===== config.mk =====
export PLATFORM = sky130hd
export DESIGN_NAME = sim_uart_mmio
export DESIGN_NICKNAME = d
export VERILOG_FILES = /design/src/rtl/sim_uart_pkg.sv /design/src/rtl/uart_tx_fifo.sv /design/src/rtl/sim_uart_mmio.sv
export SDC_FILE = /design/constraint.sdc
export NUM_CORES = 1
export LEC_CHECK = 0
export BUFFER_PORTS_ARGS = -buffer_cell sky130_fd_sc_hd__buf_2
export CORE_UTILIZATION = 49
export CTS_CLUSTER_SIZE = 12
export DETAILED_ROUTE_END_ITERATION = 12
export HOLD_SLACK_MARGIN = 0.03
export PLACE_DENSITY_LB_ADDON = 0.08
export SLEW_MARGIN = 10
export SYNTH_ARGS = -nofsm -noshare
export SYNTH_HDL_FRONTEND = slang
export SYNTH_SLANG_ARGS = --single-unit

===== constraint.sdc =====
create_clock -name clock -period 2.6 [get_ports clock]
set_input_delay 0 -clock clock [delete_from_list [all_inputs] [get_ports clock]]
set_output_delay 0 -clock clock [all_outputs]
set_load 0.005 [all_outputs]

===== src/rtl/sim_uart_pkg.sv =====
// Shared constants for the simulation console responder: register offsets,
// STATUS bit positions, the "no character" code and the default window base.
package sim_uart_pkg;

  localparam logic [2:0]  UART_DATA_OFS      = 3'h0;
  localparam logic [2:0]  UART_STAT_OFS      = 3'h4;

  localparam int          STAT_RXV_BIT       = 0;
  localparam int          STAT_TXFULL_BIT    = 1;
  localparam int          STAT_TXEMPTY_BIT   = 2;
  localparam int          STAT_OVF_LSB       = 4;
  localparam int          STAT_TXCNT_LSB     = 8;

  localparam logic [7:0]  UART_NO_CHAR       = 8'hFF;
  localparam logic [31:0] UART_BASE_ADDR_DEF = 32'h1FE0_01E0;

  typedef enum logic {
    UART_REG_DATA = 1'b0,
    UART_REG_STAT = 1'b1
  } uart_reg_e;

  // Low address bits select the register; only bit 2 matters, the rest alias.
  function automatic uart_reg_e uart_decode(input logic [2:0] ofs);
    return ((ofs & UART_STAT_OFS) == UART_STAT_OFS) ? UART_REG_STAT : UART_REG_DATA;
  endfunction

endpackage


===== src/rtl/uart_tx_fifo.sv =====
// Synchronous FIFO for console TX characters. Pointers carry one extra wrap
// bit so full and empty are distinguishable without a separate counter.
module uart_tx_fifo #(
  parameter int DEPTH = 8,
  parameter int W     = 8
) (
  input  logic                     clk_i,
  input  logic                     rst_i,
  input  logic                     push_i,
  input  logic [W-1:0]             din_i,
  input  logic                     pop_i,
  output logic [W-1:0]             head_o,
  output logic                     full_o,
  output logic                     empty_o,
  output logic [$clog2(DEPTH):0]   count_o
);

  localparam int AW = $clog2(DEPTH);
  localparam int PW = AW + 1;

  logic [PW-1:0] wr_q, wr_d;
  logic [PW-1:0] rd_q, rd_d;
  logic [W-1:0]  mem_q [DEPTH];
  logic          push_ok;
  logic          pop_ok;

  assign empty_o = (wr_q == rd_q);
  assign full_o  = (wr_q[AW] != rd_q[AW]) && (wr_q[AW-1:0] == rd_q[AW-1:0]);
  assign count_o = wr_q - rd_q;
  assign head_o  = mem_q[rd_q[AW-1:0]];

  // A push into a full FIFO is refused even if a pop frees a slot this cycle.
  assign push_ok = push_i & ~full_o;
  assign pop_ok  = pop_i & ~empty_o;

  // Next-state pointer arithmetic.
  always_comb begin
    wr_d = wr_q;
    rd_d = rd_q;
    if (push_ok) wr_d = wr_q + PW'(1);
    if (pop_ok)  rd_d = rd_q + PW'(1);
  end

  // Pointer registers; only control state is reset.
  always_ff @(posedge clk_i) begin
    if (rst_i) begin
      wr_q <= '0;
      rd_q <= '0;
    end else begin
      wr_q <= wr_d;
      rd_q <= rd_d;
    end
  end

  // Character storage, written on accepted pushes.
  always_ff @(posedge clk_i) begin
    if (push_ok) mem_q[wr_q[AW-1:0]] <= din_i;
  end

endmodule


===== src/rtl/sim_uart_mmio.sv =====
// Memory-mapped console responder: DATA/STATUS window on the CPU data port,
// TX FIFO draining to the simulator console, polled console input.
// Build option: define SIM_UART_RX_EN to include the RX poll path; without it
// DATA reads return 0xFF, STATUS bit0 is 0 and no polls are issued.
module sim_uart_mmio
  import sim_uart_pkg::*;
#(
  parameter logic [31:0] BASE_ADDR = UART_BASE_ADDR_DEF,
  parameter int          TX_DEPTH  = 8,
  parameter int          RX_POLL   = 16
) (
  input  logic        clock,
  input  logic        reset,
  input  logic        ce,
  input  logic [31:0] raddr,
  output logic [31:0] rdata,
  output logic        rhit,
  input  logic [31:0] waddr,
  input  logic [31:0] wdata,
  input  logic        wen,
  output logic        io_uart_out_valid,
  output logic [7:0]  io_uart_out_ch,
  output logic        io_uart_in_valid,
  input  logic [7:0]  io_uart_in_ch
);

  localparam int CW = $clog2(TX_DEPTH) + 1;

  function automatic logic [3:0] sat_inc4(input logic [3:0] v);
    return (v == 4'hF) ? v : v + 4'h1;
  endfunction

  logic          rd_hit, wr_hit;
  uart_reg_e     rd_sel, wr_sel;
  logic          tx_push, stat_wr, rx_pop;
  logic          tx_full, tx_empty;
  logic [7:0]    tx_head;
  logic [CW-1:0] tx_count;
  logic [3:0]    ovf_q, ovf_d;
  logic [31:0]   rdata_q, rdata_d;
  logic          rhit_q;
  logic [31:0]   status;
  logic          rx_valid_w;
  logic [7:0]    rx_char_w;
  logic          unused_bits;

  assign rd_hit  = ce && (raddr[31:3] == BASE_ADDR[31:3]);
  assign wr_hit  = ce && wen && (waddr[31:3] == BASE_ADDR[31:3]);
  assign rd_sel  = uart_decode(raddr[2:0]);
  assign wr_sel  = uart_decode(waddr[2:0]);
  assign tx_push = wr_hit && (wr_sel == UART_REG_DATA);
  assign stat_wr = wr_hit && (wr_sel == UART_REG_STAT);
  assign rx_pop  = rd_hit && (rd_sel == UART_REG_DATA) && rx_valid_w;

  uart_tx_fifo #(.DEPTH(TX_DEPTH), .W(8)) u_tx_fifo (
    .clk_i   (clock),
    .rst_i   (reset),
    .push_i  (tx_push),
    .din_i   (wdata[7:0]),
    .pop_i   (~tx_empty),
    .head_o  (tx_head),
    .full_o  (tx_full),
    .empty_o (tx_empty),
    .count_o (tx_count)
  );

  // The FIFO head is on the console whenever anything is queued.
  assign io_uart_out_valid = ~tx_empty;
  assign io_uart_out_ch    = tx_empty ? 8'h00 : tx_head;

`ifdef SIM_UART_RX_EN
  localparam int PW = (RX_POLL > 1) ? $clog2(RX_POLL) : 1;

  logic          rx_valid_q, rx_valid_d;
  logic [7:0]    rx_char_q, rx_char_d;
  logic [PW-1:0] poll_q, poll_d;
  logic          poll_now;

  assign poll_now         = ~rx_valid_q && (poll_q == PW'(RX_POLL - 1));
  assign io_uart_in_valid = poll_now;
  assign rx_valid_w       = rx_valid_q;
  assign rx_char_w        = rx_char_q;
  assign unused_bits      = ^wdata[31:8];

  // Holding register: pop on DATA read, otherwise poll while empty.
  always_comb begin
    rx_valid_d = rx_valid_q;
    rx_char_d  = rx_char_q;
    poll_d     = poll_q;
    if (rx_pop) begin
      rx_valid_d = 1'b0;
    end else if (~rx_valid_q) begin
      if (poll_now) begin
        poll_d = '0;
        if (io_uart_in_ch != UART_NO_CHAR) begin
          rx_char_d  = io_uart_in_ch;
          rx_valid_d = 1'b1;
        end
      end else begin
        poll_d = poll_q + PW'(1);
      end
    end
  end

  // RX state registers.
  always_ff @(posedge clock) begin
    if (reset) begin
      rx_valid_q <= 1'b0;
      rx_char_q  <= 8'h00;
      poll_q     <= '0;
    end else begin
      rx_valid_q <= rx_valid_d;
      rx_char_q  <= rx_char_d;
      poll_q     <= poll_d;
    end
  end
`else
  assign io_uart_in_valid = 1'b0;
  assign rx_valid_w       = 1'b0;
  assign rx_char_w        = 8'h00;
  assign unused_bits      = ^{wdata[31:8], io_uart_in_ch, rx_pop};
`endif

  // STATUS word assembly.
  always_comb begin
    status                           = '0;
    status[STAT_RXV_BIT]             = rx_valid_w;
    status[STAT_TXFULL_BIT]          = tx_full;
    status[STAT_TXEMPTY_BIT]         = tx_empty;
    status[STAT_OVF_LSB +: 4]        = ovf_q;
    status[STAT_TXCNT_LSB +: 8]      = 8'(tx_count);
  end

  // Read mux and overflow counter next state.
  always_comb begin
    rdata_d = 32'h0;
    if (rd_hit) begin
      if (rd_sel == UART_REG_STAT) rdata_d = status;
      else if (rx_valid_w)         rdata_d = {24'h0, rx_char_w};
      else                         rdata_d = {24'h0, UART_NO_CHAR};
    end
    ovf_d = ovf_q;
    if (tx_push && tx_full) ovf_d = sat_inc4(ovf_q);
    if (stat_wr)            ovf_d = 4'h0;
  end

  // Read-port and overflow registers.
  always_ff @(posedge clock) begin
    if (reset) begin
      rdata_q <= 32'h0;
      rhit_q  <= 1'b0;
      ovf_q   <= 4'h0;
    end else begin
      rdata_q <= rdata_d;
      rhit_q  <= rd_hit;
      ovf_q   <= ovf_d;
    end
  end

  assign rdata = rdata_q;
  assign rhit  = rhit_q;

endmodule

==> impl_metrics.ini, run 1 <==
[run_status]
run_status = finished clean

[timing]
clock_skew_ps = 13.38
setup_viol = 0
hold_violations = 0
worst_pin_slew_ps = 770.5
finalMaxSlewViolations = 0
rsz0062_at_grt = false
min_period_ps = 2362
hold_ws_ps = 61.09
fin_crit_sh = 0.9085
fmax_mhz = 423.3
tns_ps = 0
relSlewSlack = 0.4856

[grt]
grt_first_pass_wirelength_um = 12070
grt-ovfl-total = 0
antenna_found_initial = 0
grt_usage = 0.1889
grt_max_degree = 20
grt_pass1_vias = 2510

[die]
die_w_um = 93.56
core_area_sq_mm = 0.008175
num_io_pins = 151
die_h_um = 93.56
core.rowCount = 33
initial_core_util = 0.5024
die_area_sq_mm = 0.008753

[yosys]
synthDominantCellAreaShare = 0.4679
yosys.area.top_type = edfxtp_1
synth_flop_cell = edfxtp_1
synth_area_per_cell_sq_um = 14.62
syn_area_sq_mm = 0.004108
synth_edf_count = 64
yosysSeqAreaShare = 0.5995
synth-async-reset-ratio = 0
synth-seq-cells = 91
synth_cell_type_count = 51
synth.area.top_cells = edfxtp_1, dfxtp_1, mux4_2, buf_4, mux2i_1
synth_cells = 281
yosys_warnings = 0

[final_layout]
stdcell_count = 506
fin_nets = 511
syn_to_final_growth_pct = 22.02
fin_util = 0.6131
final_cell_mix = buf_2, edfxtp_1, dfxtp_1
drive_gt1_frac = 0.3915
final_common_cell = buf_2
num-fill-cells = 679
diodes = 0

[pwr]
power_switching_w = 0.0007229
pwr-share-seq = 0.549
leakage_nw = 1.902
powerDensity_mw_per_mm2 = 570.3
ir_worst_vdd_uv = 263.3
power.share.clock = 0.304
swShare = 0.2529
intPower_w = 0.002136
p_comb_frac = 0.148

[setup_path]
critPathArrivalTime_ps = 2410
max_stage_delay_ps = 430
critical-path-slowest-cell = dfxtp_1
end_kind = register
r2r_slack_ps = 240
crit_path_start_kind = register
path_cells = inv_1 > ha_1 > nand3_2 > nor2_4 > nor4_4 > nor4b_2 > buf_4
worstPathRequired_ps = 2650
worstSetupPathType = reg2reg
critPathMaxFanout = 10

[place]
dpl.cell_count = 480
place_congestion = 0.8158
io_buffers = 93
hpwl_um = 5294

[clocking]
htree_levels = 3
cts_buffers = 9
ctsHoldBuffers = 10
cts_sinks = 91
clk_pin_slew_worst_paths_ps = 90
post_cts_resized = 0
root_buffer = clkbuf_8
clk_latency_ps = 350
tritoncts = built
ctsLongestPathBuffers = 2
postCtsSetupRepairBufs = 0

[detailed_routing]
drt_iter0_drc = 92
drt-pass1-iter-count = 4
wl_per_cell_um = 14.94
vias_per_cell = 5.241
dr_total_vias = 2652
drc_errors = 0
finalWirelength_um = 7559
ant_nets = 0

[hold_path]
hp-class = in2reg

[run]
drv_cap = 0
[area by class of cell]
type | instances | area (sq um) | share of cell area
Sequential cell | 91 | 2462 | 0.4913
Multi-Input combinational cell | 165 | 1459 | 0.2911
Timing Repair Buffer | 116 | 725.7 | 0.1448
Tap cell | 105 | 131.4 | 0.02621
Clock buffer | 9 | 123.9 | 0.02471
Clock inverter | 7 | 61.31 | 0.01223
Inverter | 13 | 48.80 | 0.009735
[synthesized netlist by cell type (4+ instances only)]
master    number
mux2i_1        9
nor4b_2        4
clkbuf_1       5
a21oi_1        9
mux4_2        16
dfxtp_1       27
nand2b_1       4
buf_4         22
nor3_1         6
and4_1         4
nor2_1        24
inv_1         12
nand4b_1       4
nor4_1         6
edfxtp_1      64
nand3_1        5
nand4_1        4
ha_1           6
[power by group through the flow]
stage,combinational [W],sequential (W),clock (W)
floorplan,0.000297,0.00160,0
global placement,0.000411,0.00160,0
detailed placement,0.000420,0.00160,0
CTS,0.000432,0.00157,0.000892
global route,0.000470,0.00157,0.000942
finish,0.000422,0.00157,0.000868
[stage by stage]
step | power, W | setup slack, ps | cell area, sq um
final | 0.002859 | 237.8 | 5012
after floorplan | 0.001894 | 221.8 | 4183
after CTS | 0.002893 | 240.2 | 5012
after global routing | 0.002982 | 55.76 | 5012
after detailed placement | 0.002022 | 272.1 | 4727
after global placement | 0.002013 | 313.4 | 4727
[critical path, delay by kind of cell, from the launching register on]
kind          cells  cell delay [ps]
fa+ha+maj         1              330
buf+inv           2              330
flops             1              430
simple gates      4              950
[metal layers]
| layer | track usage | wire [um] |
|---|---|---|
| met1 | 0.2526 | 3399 |
| met2 | 0.3021 | 3650 |
| met3 | 0.03902 | 437 |
| met4 | 0.07564 | 72 |
| met5 | 0 | 0 |
[cell families (layout without fill, tap and decap cells)]
kind of cell / after synthesis / count (layout) / synth area share
AND/OR/NAND/NOR: 85 / 85 / 0.1547
adder cells (fa/ha/maj): 7 / 7 / 0.02315
other: 1 / 21 / 0.0009129
buffers and inverters: 45 / 145 / 0.06366
flip-flops: 91 / 91 / 0.5995
multiplexers: 28 / 28 / 0.1188
AO/OA/AOI/OAI: 19 / 19 / 0.02863
XOR/XNOR: 5 / 5 / 0.01066
[final timing paths]
kind | start | to | cells past startpoint
max reg2reg | u_tx_fifo.rd_q[1] | u_tx_fifo.mem_q[1][3] | 7
min reg2reg | ovf_q[1] | rdata[5] | 2
max | u_tx_fifo.rd_q[1] | u_tx_fifo.mem_q[1][3] | 7
min | waddr[2] | ovf_q[2] | 3
[state kept, by name, indices dropped and copies added (netlist names), named ones only]
| signal | flops |
|---|---|
| rhit | 1 |
| u_tx_fifo.wr_q | 4 |
| u_tx_fifo.rd_q | 4 |
| rdata | 11 |
| ovf_q | 4 |
| u_tx_fifo.mem_q | 64 |
Note: power is estimated with default switching activity, not from simulation.
==> inputs of run 2 (changes only) <==
==> constraint.sdc (replaced) <==
create_clock -name clock -period 2.6 [get_ports clock]
set_input_delay 0.26 -clock clock [delete_from_list [all_inputs] [get_ports clock]]
set_output_delay 0.26 -clock clock [all_outputs]
set_load 0.005 [all_outputs]
==> run 2 against run 1 <==
Effect of this change:
- worst setup slack improved by 100 ps
- hold slack improved by 91 ps
- final area decreased by 1.0%
- sequential share of layout area rose by 0.52 points
- register-to-register slack improved by 120 ps
- via count fell by 1.8%
- global-route usage decreased by 0.17 points
- clock skew shrank 1.3 ps
- non-clock buffer count decreased by 8
- flip-flop and latch count stayed put
- clock power is 15% higher
- critical endpoint is now io_uart_out_ch[4]
- largest cell class unchanged
- largest power group unchanged
==> impl_metrics.ini, run 2 (synthesized netlist as in run 1, its figures left out) <==
[setup_path]
crit_top_cell = nor2_1
worstPathRequired_ps = 2340
r2r_slack_ps = 360
crit_path_start_kind = register
crit_path_end = io_uart_out_ch[4]
end_kind = output pin
startpoint = u_tx_fifo.rd_q[1]
worstSetupPathType = reg2out
max_stage_delay_ps = 440
critPathArrivalTime_ps = 2000
path_cells = inv_1 > ha_1 > nand3_2 > nor2_1 > buf_4 > nor2_1 > buf_2
timing.rr.start = u_tx_fifo.rd_q[1]
r2r-end = u_tx_fifo.mem_q[3][4]
critPathMaxFanout = 11
reg2reg_depth = 8
critical-path-slowest-cell = dfxtp_1

[final_layout]
multi_input_area_sq_mm = 0.001459
largest_reg_flops = 64
final_common_cell = buf_2
final_cell_mix = buf_2, edfxtp_1, dfxtp_1
syn_to_final_growth_pct = 20.74
fin_util = 0.6067
diodes = 0
seq_area_sq_mm = 0.002462
drive_gt1_frac = 0.4046
num-fill-cells = 668
fin_nets = 503

[detailed_routing]
drt-pass1-iter-count = 4
wl_per_cell_um = 15.04
ant_nets = 0
vias_per_cell = 5.229
drc_errors = 0
drt_iter0_drc = 101
dr_total_vias = 2604
finalWirelength_um = 7492

[grt]
grt_pass1_vias = 2427
grt_usage = 0.1872
met2_usage = 0.3051
grt.busiest_layer = met2
grt-ovfl-total = 0
antenna_found_initial = 0
grt_use_met3 = 0.04472
grt_max_degree = 20
met1_usage = 0.2486
grt_first_pass_wirelength_um = 11870

[die]
die_w_um = 93.56
num_io_pins = 151
die_h_um = 93.56
core_area_sq_mm = 0.008175
die_area_sq_mm = 0.008753
initial_core_util = 0.5024
core.rowCount = 33

[clocking]
ctsHoldBuffers = 0
clk_latency_ps = 360
cts_sinks = 91
cts_buffers = 9
clk_pin_slew_worst_paths_ps = 100
root_buffer = clkbuf_8
post_cts_resized = 0
tritoncts = built
ctsLongestPathBuffers = 2
postCtsSetupRepairBufs = 0
htree_levels = 3

[timing]
rsz0062_at_grt = false
tns_ps = 0
setup_viol = 0
fmax_mhz = 442.7
relSlewSlack = 0.6284
finalMaxSlewViolations = 0
worst_pin_slew_ps = 555.7
clock_skew_ps = 12.12
fin_crit_sh = 0.8689
min_period_ps = 2259
hold_violations = 0

[pwr]
leakage_nw = 1.893
ir_worst_vdd_uv = 320.5
powerDensity_mw_per_mm2 = 601.1

[run_status]
run_status = finished clean

[hold_path]
hp-class = in2reg

[run]
drv_cap = 0

[place]
io_buffers = 93
hpwl_um = 5219
place_congestion = 0.8233
## run 2: changes by cell type in the layout (fill, tap and decap cells not counted), sizes merged
cell / delta
inv: +1
clkinvlp: -2
bufinv: +1
buf: +2
dlygate4sd3: -10
## run 2: metal layers
metal  vias to the layer above  share of wire
li1                       1252              -
met1                      1245           0.45
met2                       101           0.48
met3                         6          0.057
met4                         0         0.0092
met5                         -              0
## run 2: final cells by class
type                    count  share of cell area
flip-flops and latches     91              0.4965
multi-input cells         165              0.2941
repair buffers            108              0.1292
well taps                 105             0.02649
clock buffers               9             0.02497
clock inverters             7             0.01892
inverters                  13            0.009839
## run 2: worst max-delay path, delay by kind of cell (launching register included)
family	cells	cell delay (ps)
buffers and inverters	3	460
DFF	1	440
and+or+nand+nor	3	420
adders and majority gates	1	340
## run 2: metrics by stage
stage          instances  setup WS, ps  power, W  hold slack, ps  area, sq um
4_1_cts              498         314.6  0.003015           140.8         4960
3_3_place_gp         482         462.3  0.002015           496.1         4742
5_1_grt              498         197.4  0.003114           144.4         4960
3_5_place_dp         482         410.8  0.002021           504.0         4742
6_report             498         340.9  0.002981           152.2         4960
2_1_floorplan        301         221.8  0.001894           332.4         4183
## run 2: worst min path at each step
stage / start / endpoint / slack [ps] / cells after the start
3_3_place_gp: ovf_q[1] / rdata[5] / 500 / 2
3_5_place_dp: ovf_q[1] / rdata[5] / 500 / 2
2_1_floorplan: raddr[2] / rdata[3] / 330 / 1
4_1_cts: wdata[1] / u_tx_fifo.mem_q[2][1] / 140 / 1
6_report: wdata[1] / u_tx_fifo.mem_q[2][1] / 150 / 1
5_1_grt: raddr[2] / rdata[3] / 140 / 2
## run 2: report_power, final
part | total [W] | switching (W) | internal (W)
clock network | 0.00100 | 0.000530 | 0.000470
logic | 0.000416 | 0.000206 | 0.000210
registers | 0.00157 | 0.00000874 | 0.00156
total | 0.00298 | 0.000744 | 0.00224
==> inputs of run 3 (changes only) <==
--- a/config.mk
+++ b/config.mk
@@ -5,8 +5,9 @@
 export SDC_FILE = /design/constraint.sdc
 export NUM_CORES = 1
 export LEC_CHECK = 0
+export ABC_AREA = 1
 export BUFFER_PORTS_ARGS = -buffer_cell sky130_fd_sc_hd__buf_2
-export CORE_UTILIZATION = 49
+export CORE_UTILIZATION = 30
 export CTS_CLUSTER_SIZE = 12
 export DETAILED_ROUTE_END_ITERATION = 12
 export HOLD_SLACK_MARGIN = 0.03
==> run 3 against run 2 <==
Effect of this change:
- clock power up 27%
- core utilization is 23 points lower
- die area up 66%
- synthesized area up 2.9%
- register-to-register slack got worse by 70 ps
==> impl_metrics.ini, run 3 <==
[detailed_routing]
wl_met1_um = 4380
drt_iter0_drc = 228
dr_wl_met2_um = 4779
finalWirelength_um = 9721
drc_errors = 0
highest_layer = met4
wl_per_cell_um = 13.10
vias_per_cell = 4.326
ant_nets = 0
met3_wirelength_um = 495
drt-pass1-iter-count = 4
dr_total_vias = 3210

[yosys]
synth-async-reset-ratio = 0
yosys_warnings = 0
syn_area_sq_mm = 0.004228
synth_edf_count = 64
synth.most_common_cell = nor2_1
synth-seq-cells = 91
synth_cell_type_count = 29
synthDominantCellAreaShare = 0.4546
synth_common_cells = nor2_1, edfxtp_1, nand2_1, inv_1, o21ai_0
synth_flop_cell = edfxtp_1
yosys.area.top_type = edfxtp_1
yosysSeqAreaShare = 0.5824
synth_cells = 450
synth.area.top_cells = edfxtp_1, dfxtp_1, nor2_1, nand2_1, inv_1
synth_area_per_cell_sq_um = 9.395

[setup_path]
critical-path-slowest-cell = dfxtp_1
critPathArrivalTime_ps = 2180
end_kind = output pin
path_cells = inv_1 > ha_1 > nand3_1 > nor2_2 > clkinvlp_4 > buf_4 > o21ai_0 > nor2_1 > buf_2
crit_path_start_kind = register
max_stage_delay_ps = 410
worstSetupPathType = reg2out
worstPathRequired_ps = 2340
crit_family = simple AND/OR/NAND/NOR gates
critPathMaxFanout = 5
worst-path-buf-inv = 4

[grt]
grt_max_degree = 33
grt_first_pass_wirelength_um = 15510
grt-ovfl-total = 0
grt_pass1_vias = 3179
antenna_found_initial = 0
grt_usage = 0.1421

[place]
io_buffers = 93
dpl.cell_count = 724
place_ws_ps = 260.0
hpwl_um = 6675
place_congestion = 0.7590

[timing]
relSlewSlack = 0.3493
rsz0062_at_grt = false
tns_ps = 0
min_period_ps = 2441
setup_ws_ps = 159.0
worst_pin_slew_ps = 972.5
fin_crit_sh = 0.9389
setup_viol = 0
hold_violations = 0
clock_skew_ps = 8.413
finalMaxSlewViolations = 0
hold_ws_ps = 88.44
fmax_mhz = 409.7

[clocking]
clk_pin_slew_worst_paths_ps = 60
ctsLongestPathBuffers = 2
root_buffer = clkbuf_16
ctsHoldBuffers = 0
tritoncts = built
htree_levels = 3
cts_sinks = 91
cts_buffers = 9
clk_latency_ps = 340

[die]
die_h_um = 120.7
die_area_sq_mm = 0.01457
initial_core_util = 0.3058
num_io_pins = 151
core.rowCount = 43
die_w_um = 120.7
core_area_sq_mm = 0.01383

[pwr]
leakage_nw = 2.195
powerDensity_mw_per_mm2 = 747.0
ir_worst_vdd_uv = 340.5

[final_layout]
diodes = 0
fin_util = 0.3763
drive_gt1_frac = 0.2420
multi_input_area_sq_mm = 0.001428
final_cell_mix = nor2_1, buf_2, edfxtp_1
stdcell_count = 742
seq_area_sq_mm = 0.002462
num-fill-cells = 1371
largest_reg_flops = 64
syn_to_final_growth_pct = 23.08
final_common_cell = nor2_1
fin_nets = 672

[hold_path]
hp-class = in2reg

[run_status]
run_status = finished clean

[run]
drv_cap = 0
==> run 3: cell types whose count changed after synthesis, moves of 5 or more <==
cell | before | now
nor2_1 | 24 | 111
nand2_1 | 1 | 58
inv_1 | 12 | 48
o21ai_0 | 2 | 30
mux4_2 | 16 | 0
o32ai_1 | 0 | 16
mux2i_1 | 9 | 0
nand3_1 | 5 | 10
==> run 3: cell type report <==
| class | instances | area share |
|---|---|---|
| Clock buffer | 9 | 0.04328 |
| Multi-Input combinational cell | 293 | 0.2743 |
| Sequential cell | 91 | 0.4732 |
| Tap cell | 180 | 0.04328 |
| Timing Repair Buffer | 111 | 0.1154 |
| Inverter | 51 | 0.03751 |
| Clock inverter | 7 | 0.01298 |
==> run 3: per-stage QoR <==
stage / power [W] / instance area [sq um]
after global routing: 0.004135 / 5204
after floorplan: 0.002291 / 4303
final: 0.003887 / 5204
after CTS: 0.003931 / 5204
after detailed placement: 0.002625 / 4892
after global placement: 0.002627 / 4892
==> run 3: worst reg2reg max path, delay by kind of cell (launching register included) <==
family	cells	cell delay (ps)
AND/OR/NAND/NOR	4	1050
buffers and inverters	2	160
flip-flops	1	410
adder cells (fa/ha/maj)	1	310
==> run 3: cell families (layout without fill, tap and decap cells) <==
kind of cell             Yosys count  in the layout  synth area share
AND/OR/NAND/NOR                  203            203            0.2018
adder cells (fa/ha/maj)            7              7           0.02249
other                              1             21         0.0008870
buffers and inverters             86            178           0.09766
flip-flops                        91             91            0.5824
AO/OA/AOI/OAI                     57             57           0.08257
XOR/XNOR                           5              5           0.01214
==> run 3: timing repair <==
| item | in CTS | in global routing |
|---|---|---|
| buffers inserted | 2 | 0 |
| endpoints found under the setup margin | 1 | 0 |
| gates resized for setup | 1 | 0 |
==> run 3: layer usage <==
metal | up-vias | GRT usage
li1 | 1663 | -
met1 | 1441 | 0.1668
met2 | 100 | 0.2518
met3 | 6 | 0.03915
met4 | 0 | 0.04090
met5 | - | 0
==> run 3: worst paths after layout <==
kind	start	to	slack, ps	cells after the start
setup / recovery	u_tx_fifo.rd_q[1]	io_uart_out_ch[3]	160	9
hold / removal	reset	u_tx_fifo.rd_q[3]	90	2
setup reg to reg	u_tx_fifo.rd_q[1]	u_tx_fifo.mem_q[7][0]	290	7
hold reg to reg	ovf_q[0]	ovf_q[0]	510	2
==> run 3: power by group <==
group	total, W	internal (W)	switching [W]	leakage, nW
clock network	0.00127	0.000740	0.000528	0.137
registers	0.00160	0.00158	0.0000219	0.793
logic	0.00102	0.000397	0.000622	1.26
